**src/rtl/axis_play_gate_if.sv**
```systemverilog
// AXI4-Stream bundle carrying DMA read beats into the playback gate.
interface axis_play_gate_if #(
   parameter int unsigned DATA_W = 256
) ();
   logic [DATA_W-1:0]   tdata;
   logic [DATA_W/8-1:0] tkeep;
   logic                tlast;
   logic                tvalid;
   logic                tready;

   modport master (output tdata, tkeep, tlast, tvalid, input tready);
   modport slave  (input tdata, tkeep, tlast, tvalid, output tready);
endinterface

```
**src/rtl/axis_play_gate.sv**
```systemverilog
// Playback gate: buffers DMA stream beats, primes, then feeds one beat per DAC
// request with zero-fill on underflow; also checks frame length and counts status.
module axis_play_gate #(
   parameter int unsigned DATA_W     = 256,
   parameter int unsigned FIFO_DEPTH = 16,
   parameter int unsigned PRIME_LVL  = 8
) (
   input  logic                          axi_aclk,
   input  logic                          axi_rstb,
   axis_play_gate_if.slave               s_axis,
   input  logic                          play_en,
   input  logic [26:0]                   frame_beats,
   input  logic                          dac_req,
   output logic [DATA_W-1:0]             dac_data,
   output logic                          dac_valid,
   output logic [15:0]                   underflow_cnt,
   output logic [15:0]                   frame_cnt,
   output logic                          frame_err,
   output logic [$clog2(FIFO_DEPTH):0]   fifo_level,
   output logic [1:0]                    state
);

   localparam int unsigned PTR_W = $clog2(FIFO_DEPTH);
   localparam int unsigned LVL_W = PTR_W + 1;
   localparam int unsigned CNT_W = 27;

   typedef enum logic [1:0] {
      ST_IDLE  = 2'd0,
      ST_PRIME = 2'd1,
      ST_PLAY  = 2'd2
   } state_e;

   state_e              state_q, state_d;
   logic [PTR_W-1:0]    wr_ptr_q, wr_ptr_d;
   logic [PTR_W-1:0]    rd_ptr_q, rd_ptr_d;
   logic [LVL_W-1:0]    level_q, level_d;
   logic [DATA_W-1:0]   mem_q [FIFO_DEPTH];
   logic [DATA_W-1:0]   dac_data_q, dac_data_d;
   logic                dac_valid_q, dac_valid_d;
   logic [15:0]         uf_cnt_q, uf_cnt_d;
   logic [15:0]         frame_cnt_q, frame_cnt_d;
   logic                frame_err_q, frame_err_d;
   logic [CNT_W-1:0]    beat_cnt_q, beat_cnt_d;

   logic                tready_c;
   logic                active_c;
   logic                push_c;
   logic                pop_c;
   logic                tkeep_unused;

   // tkeep carries no information for this datapath
   assign tkeep_unused = ^s_axis.tkeep;

   // Ready comes from the registered level, so a full FIFO refuses even with a pop
   assign tready_c = (state_q == ST_IDLE) || (level_q < LVL_W'(FIFO_DEPTH));
   // Anything accepted in the cycle play_en drops is discarded by the flush
   assign active_c = (state_q != ST_IDLE) && play_en;
   assign push_c   = active_c && s_axis.tvalid && tready_c;
   assign pop_c    = active_c && (state_q == ST_PLAY) && dac_req && (level_q != '0);

   // State register
   always_ff @(posedge axi_aclk or negedge axi_rstb) begin
      if (!axi_rstb) state_q <= ST_IDLE;
      else           state_q <= state_d;
   end

   // Next-state: prime until the registered level hits the threshold
   always_comb begin
      state_d = state_q;
      case (state_q)
         ST_IDLE:  if (play_en) state_d = ST_PRIME;
         ST_PRIME: begin
            if (!play_en)                           state_d = ST_IDLE;
            else if (level_q >= LVL_W'(PRIME_LVL))  state_d = ST_PLAY;
         end
         ST_PLAY:  if (!play_en) state_d = ST_IDLE;
         default:  state_d = ST_IDLE;
      endcase
   end

   // FIFO storage, write side only; not reset since level qualifies contents
   always_ff @(posedge axi_aclk) begin
      if (push_c) mem_q[wr_ptr_q] <= s_axis.tdata;
   end

   // Datapath next values: FIFO pointers, DAC output, framing and counters
   always_comb begin
      wr_ptr_d    = wr_ptr_q;
      rd_ptr_d    = rd_ptr_q;
      level_d     = level_q;
      dac_data_d  = dac_data_q;
      dac_valid_d = dac_valid_q;
      uf_cnt_d    = uf_cnt_q;
      frame_cnt_d = frame_cnt_q;
      frame_err_d = frame_err_q;
      beat_cnt_d  = beat_cnt_q;

      if (!active_c) begin
         wr_ptr_d    = '0;
         rd_ptr_d    = '0;
         level_d     = '0;
         dac_data_d  = '0;
         dac_valid_d = 1'b0;
         frame_err_d = 1'b0;
         beat_cnt_d  = '0;
      end else begin
         if (push_c) wr_ptr_d = wr_ptr_q + PTR_W'(1);
         if (pop_c)  rd_ptr_d = rd_ptr_q + PTR_W'(1);
         level_d = level_q + LVL_W'(push_c) - LVL_W'(pop_c);

         if (state_q == ST_PRIME) begin
            dac_data_d  = '0;
            dac_valid_d = 1'b0;
         end else if ((state_q == ST_PLAY) && dac_req) begin
            if (pop_c) begin
               dac_data_d  = mem_q[rd_ptr_q];
               dac_valid_d = 1'b1;
            end else begin
               dac_data_d  = '0;
               dac_valid_d = 1'b0;
               if (uf_cnt_q != 16'hFFFF) uf_cnt_d = uf_cnt_q + 16'd1;
            end
         end

         if (push_c) begin
            if (frame_beats == '0) begin
               if (s_axis.tlast) begin
                  beat_cnt_d  = '0;
                  frame_cnt_d = frame_cnt_q + 16'd1;
               end else begin
                  beat_cnt_d  = beat_cnt_q + CNT_W'(1);
               end
            end else if (beat_cnt_q >= frame_beats - CNT_W'(1)) begin
               beat_cnt_d = '0;
               if (s_axis.tlast) frame_cnt_d = frame_cnt_q + 16'd1;
               else              frame_err_d = 1'b1;
            end else if (s_axis.tlast) begin
               beat_cnt_d  = '0;
               frame_err_d = 1'b1;
            end else begin
               beat_cnt_d  = beat_cnt_q + CNT_W'(1);
            end
         end
      end
   end

   // Datapath registers
   always_ff @(posedge axi_aclk or negedge axi_rstb) begin
      if (!axi_rstb) begin
         wr_ptr_q    <= '0;
         rd_ptr_q    <= '0;
         level_q     <= '0;
         dac_data_q  <= '0;
         dac_valid_q <= 1'b0;
         uf_cnt_q    <= '0;
         frame_cnt_q <= '0;
         frame_err_q <= 1'b0;
         beat_cnt_q  <= '0;
      end else begin
         wr_ptr_q    <= wr_ptr_d;
         rd_ptr_q    <= rd_ptr_d;
         level_q     <= level_d;
         dac_data_q  <= dac_data_d;
         dac_valid_q <= dac_valid_d;
         uf_cnt_q    <= uf_cnt_d;
         frame_cnt_q <= frame_cnt_d;
         frame_err_q <= frame_err_d;
         beat_cnt_q  <= beat_cnt_d;
      end
   end

   assign s_axis.tready  = tready_c;
   assign dac_data       = dac_data_q;
   assign dac_valid      = dac_valid_q;
   assign underflow_cnt  = uf_cnt_q;
   assign frame_cnt      = frame_cnt_q;
   assign frame_err      = frame_err_q;
   assign fifo_level     = level_q;
   assign state          = state_q;

endmodule

```
**src/flat_wrapper.sv**
```systemverilog
// flat-port wrapper written by rule: the top's interface ports become plain ports
module axis_play_gate_flat 
#(
   parameter int unsigned DATA_W     = 256,
   parameter int unsigned FIFO_DEPTH = 16,
   parameter int unsigned PRIME_LVL  = 8
)
  (axi_aclk, axi_rstb, play_en, frame_beats, dac_req, dac_data, dac_valid, underflow_cnt, frame_cnt, frame_err, fifo_level, state, s_axis_tdata, s_axis_tkeep, s_axis_tlast, s_axis_tvalid, s_axis_tready);
  axis_play_gate_if #(.DATA_W(DATA_W)) s_axis_i ();
  input  logic axi_aclk;
  input  logic axi_rstb;
  input  logic play_en;
  input  logic [26:0] frame_beats;
  input  logic dac_req;
  output logic [DATA_W-1:0] dac_data;
  output logic dac_valid;
  output logic [15:0] underflow_cnt;
  output logic [15:0] frame_cnt;
  output logic frame_err;
  output logic [$clog2(FIFO_DEPTH):0] fifo_level;
  output logic [1:0] state;
  input wire logic [$bits(s_axis_i.tdata)-1:0] s_axis_tdata;
  input wire logic [$bits(s_axis_i.tkeep)-1:0] s_axis_tkeep;
  input wire logic [$bits(s_axis_i.tlast)-1:0] s_axis_tlast;
  input wire logic [$bits(s_axis_i.tvalid)-1:0] s_axis_tvalid;
  output wire logic [$bits(s_axis_i.tready)-1:0] s_axis_tready;
  assign s_axis_i.tdata = s_axis_tdata;
  assign s_axis_i.tkeep = s_axis_tkeep;
  assign s_axis_i.tlast = s_axis_tlast;
  assign s_axis_i.tvalid = s_axis_tvalid;
  assign s_axis_tready = s_axis_i.tready;
  axis_play_gate #(.DATA_W(DATA_W), .FIFO_DEPTH(FIFO_DEPTH), .PRIME_LVL(PRIME_LVL)) u_core (.axi_aclk(axi_aclk), .axi_rstb(axi_rstb), .s_axis(s_axis_i), .play_en(play_en), .frame_beats(frame_beats), .dac_req(dac_req), .dac_data(dac_data), .dac_valid(dac_valid), .underflow_cnt(underflow_cnt), .frame_cnt(frame_cnt), .frame_err(frame_err), .fifo_level(fifo_level), .state(state));
endmodule
```
**config.mk**
```make
export PLATFORM = sky130hd
export DESIGN_NAME = axis_play_gate_flat
export DESIGN_NICKNAME = d
export VERILOG_FILES = /design/src/rtl/axis_play_gate_if.sv /design/src/rtl/axis_play_gate.sv /design/src/flat_wrapper.sv
export SDC_FILE = /design/constraint.sdc
export NUM_CORES = 2
export LEC_CHECK = 0
export CAP_MARGIN = 10
export CORE_UTILIZATION = 50
export DETAILED_ROUTE_END_ITERATION = 12
export HOLD_SLACK_MARGIN = 0.15
export PLACE_DENSITY = 0.74
export SETUP_SLACK_MARGIN = 0.2
export SYNTH_ARGS = -nofsm -noshare
export SYNTH_HDL_FRONTEND = slang
export SYNTH_SLANG_ARGS = --single-unit
export TNS_END_PERCENT = 20
```
**constraint.sdc**
```tcl
create_clock -name axi_aclk -period 72.3 [get_ports axi_aclk]
set_clock_uncertainty 0.15 [all_clocks]
set_input_delay 14.46 -clock axi_aclk [delete_from_list [all_inputs] [get_ports axi_aclk]]
set_output_delay 14.46 -clock axi_aclk [all_outputs]
set_load 0.1 [all_outputs]
```
==> flow_metrics.env <==
export IMPL_postCtsHoldBufs=0
export IMPL_critPathCapture="u_core.mem_q[12][224]"
export IMPL_rows=211
export IMPL_tns_ps=0
export IMPL_avgViaCountPerCell=6.27
export IMPL_switching_share=0.197
export IMPL_yosysTopAreaCell="edfxtp_1"
export IMPL_cpMostUsedCell="buf_4"
export IMPL_critPathLaunchType="input port"
export IMPL_peakVddDrop_mv=0.0230
export IMPL_initial_core_util=0.504
export IMPL_syn_avg_cell_area_um2=24.5
export IMPL_r2r_end="u_core.dac_data[240]"
export IMPL_synth_nets=7186
export IMPL_post_cts_buffers=0
export IMPL_synth_area_top_cells="edfxtp_1, mux4_2, dfrtp_1, a22o_1, clkbuf_1"
export IMPL_cts_sinks=4428
export IMPL_max_stage_delay_ps=830
export IMPL_fill_cells=22530
export IMPL_hold_viol_final=0
export IMPL_path_clk_slew_ps=60
export IMPL_drt_iter0_markers=9135
export IMPL_grt_remaining_overflow=0
export IMPL_clk_insertion_delay_late_ps=970
export IMPL_power_density_nw_per_um2=26.3
export IMPL_tightest_slew_ps=1230
export IMPL_cts_resized=0
export IMPL_ys_types=56
export IMPL_dp_hpwl_um=201000
export IMPL_crit_type="input port to flip-flop"
export IMPL_finalWeightedCongestion=0.825
export IMPL_io_pins=619
export IMPL_min_period_ps=19660
export IMPL_wl_per_cell_um=31.2
export IMPL_yosys_top_cells_count="edfxtp_1, mux4_2, dfrtp_1"
export IMPL_syn_cell_area_um2=167000
export IMPL_root_buffer="clkbuf_16"
export IMPL_register_area_um2=131000
export IMPL_cts_max_path_buffers=4
export IMPL_antenna_found_initial=104
export IMPL_fmax_ghz=0.0509
export IMPL_setup_viol=0
export IMPL_cts_tree="yes"
export IMPL_multiInputGateArea_um2=34400
export IMPL_crit_start="s_axis_tvalid"
export IMPL_dominantRegCellSynth="edfxtp_1"
export IMPL_grt_usage=0.228
export IMPL_seqPwrFrac=0.555
export IMPL_yosys_warnings=0
export IMPL_status="completed"
export IMPL_routed_wl_um=388000
export IMPL_slew_headroom=0.177
export IMPL_crit_path_cell_trace="clkdlybuf4s50_1 > nor2b_1 > nand2_1 > inv_1 > nand3_1 > nor2_4 > buf_4 > buf_4 > buf_4 > buf_4"
export IMPL_reg2reg_depth=9
export IMPL_synth_seq_cells=4428
export IMPL_holdCritPathClass="flip-flop to flip-flop"
export IMPL_ys_async_sr_fraction=0.0750
export IMPL_r2r_slack_ps=64600
export IMPL_rsz0062_at_grt="no"
export IMPL_stdcell_area_um2=192000
export IMPL_required_ps=72720
export IMPL_regToRegStartpoint="u_core.rd_ptr_q[0]"
export IMPL_synth_top_cell_area_share=0.736
export IMPL_ant_nets=0
export IMPL_synth_edf_count=4096
export IMPL_crit_path_max_fanout=47
export IMPL_post_route_drc_count=0
export IMPL_grt_pass1_wl_um=560000
export IMPL_fp_dieH_um=580
export IMPL_cts_buffers_inserted=421
export IMPL_internal_power_mw=4.06
export IMPL_die_area_um2=337000
export IMPL_slew_viol_final=0
export IMPL_comb_power_share=0.014
export IMPL_synthMostInstantiatedCell="edfxtp_1"
export IMPL_synth_seq_area_share=0.786
export IMPL_dpl_cell_area_um2=179000
export IMPL_first_pass_iters=6
export IMPL_cp_end_kind="flip-flop"
export IMPL_vias=77793
export IMPL_drive_above_1_share=0.264
export IMPL_core_um2=331000
export IMPL_grt_pass1_vias=80311
export IMPL_fp_dieW_um=580
export IMPL_maxCapViolCount=0
export IMPL_fin_crit_sh=0.272
export IMPL_critPathArrivalTime_ps=20080
export IMPL_portBuffers=586
export IMPL_synth_cells=6820
export IMPL_grt_max_degree=159
export IMPL_p_leak_nw=59.6
export IMPL_layout_nets=7990
export IMPL_slowest_stage="buf_4"
export IMPL_pwr_share_clk=0.430
export IMPL_syn2layout_area_growth_pct=15.2
export IMPL_htreeDepth=5
export IMPL_switchingPower_mw=0.995
-- stage by stage --
step	setup WS [ps]	power (mW)	util	hold slack, ps	std cells
after floorplan	31650	2.88	-	321	6820
after global placement	51760	2.93	0.539	306	11567
after detailed placement	51720	2.93	0.539	319	11567
after CTS	52740	5.09	0.581	331	12361
after global routing	52540	5.19	0.581	340	12388
final	52640	5.05	0.581	329	12407
-- registers in the layout (all words and copies together) (netlist names) --
signal and cells:
u_core.mem_q 4096, u_core.dac_data 256, u_core.beat_cnt_q 27, u_core.frame_cnt 16, u_core.underflow_cnt 16, u_core.fifo_level 5
u_core.rd_ptr_q 4, u_core.wr_ptr_q 4, u_core.state 2, u_core.dac_valid 1, u_core.frame_err 1
-- routing by layer --
| metal | vias up | share of wire | global-route usage | routed length (µm) |
|---|---|---|---|---|
| met2 | 3900 | 0.49 | 0.372 | 191000 |
| met1 | 41921 | 0.38 | 0.307 | 149000 |
| met5 | - | 0.0015 | 0 | 575 |
| li1 | 31207 | - | - | - |
| met3 | 671 | 0.097 | 0.0600 | 37600 |
| met4 | 94 | 0.025 | 0.0638 | 9570 |
-- layout by cell type (no fill, tap or decap), types with 6 or more instances in the layout --
master	synthesis	layout
clkinv_2	0	80
nor4_1	12	8
nor3_1	19	15
a31oi_1	16	16
a21oi_1	20	20
a211oi_1	8	8
diode_2	0	46
bufinv_16	0	25
nand4b_1	7	7
or3_1	7	7
dfrtp_1	332	328
clkbuf_8	0	55
clkdlybuf4s50_1	0	585
clkinv_1	0	56
mux4_2	1280	1280
inv_1	25	25
xor2_1	27	27
inv_6	0	13
clkbuf_16	0	423
nand4_1	23	23
clkinv_16	0	9
buf_4	0	139
nor2_1	38	32
mux2i_1	16	16
edfxtp_1	4096	4096
nand2_1	56	56
o21ai_0	6	6
a22o_1	256	256
ha_1	44	44
buf_12	0	18
nand3_1	51	51
clkbuf_1	279	103
and2_1	10	6
clkinvlp_4	0	16
and3_1	16	16
xnor2_1	37	37
-- worst min path at each step --
stage	start	cells past startpoint	endpoint	slack, ps
3_3_place_gp	u_core.frame_cnt[15]	1	u_core.frame_cnt[15]	310
4_1_cts	u_core.frame_cnt[15]	1	u_core.frame_cnt[15]	330
6_report	u_core.frame_cnt[15]	1	u_core.frame_cnt[15]	330
2_1_floorplan	u_core.beat_cnt_q[18]	1	u_core.beat_cnt_q[18]	320
5_1_grt	u_core.frame_cnt[15]	1	u_core.frame_cnt[15]	340
3_5_place_dp	u_core.frame_cnt[15]	1	u_core.frame_cnt[15]	320
-- critical path, delay by kind of cell --
family	cells	cell delay [ps]
AND/OR/NAND/NOR	4	1600
buffers and inverters	6	3840
-- power by group through the flow --
stage          Combinational (mW)  Clock, mW  Sequential, mW
2_1_floorplan              0.0145          0            2.87
3_3_place_gp               0.0669          0            2.86
3_5_place_dp               0.0717          0            2.86
4_1_cts                    0.0721       2.21            2.81
5_1_grt                    0.0775       2.30            2.81
6_report                   0.0721       2.18            2.81
-- final cells by class --
type | count | share of cell area
diodes | 46 | 0.000598
clock buffers | 581 | 0.0609
clock inverters | 213 | 0.0107
inverters | 26 | 0.000546
multi-input cells | 2004 | 0.179
flip-flops and latches | 4428 | 0.682
well taps | 4366 | 0.0284
repair buffers | 743 | 0.0378
-- cell families (layout without fill, tap and decap cells) --
family | Yosys count | after routing | share of synthesized area
flops | 4428 | 4428 | 0.786
mux | 1298 | 1298 | 0.174
buf+inv | 388 | 1563 | 0.00880
compound gates | 330 | 330 | 0.0166
simple gates | 267 | 267 | 0.00848
xor+xnor | 64 | 64 | 0.00335
fa+ha+maj | 45 | 45 | 0.00341
other cells | 0 | 46 | 0
(Power assumes the default switching activity.)
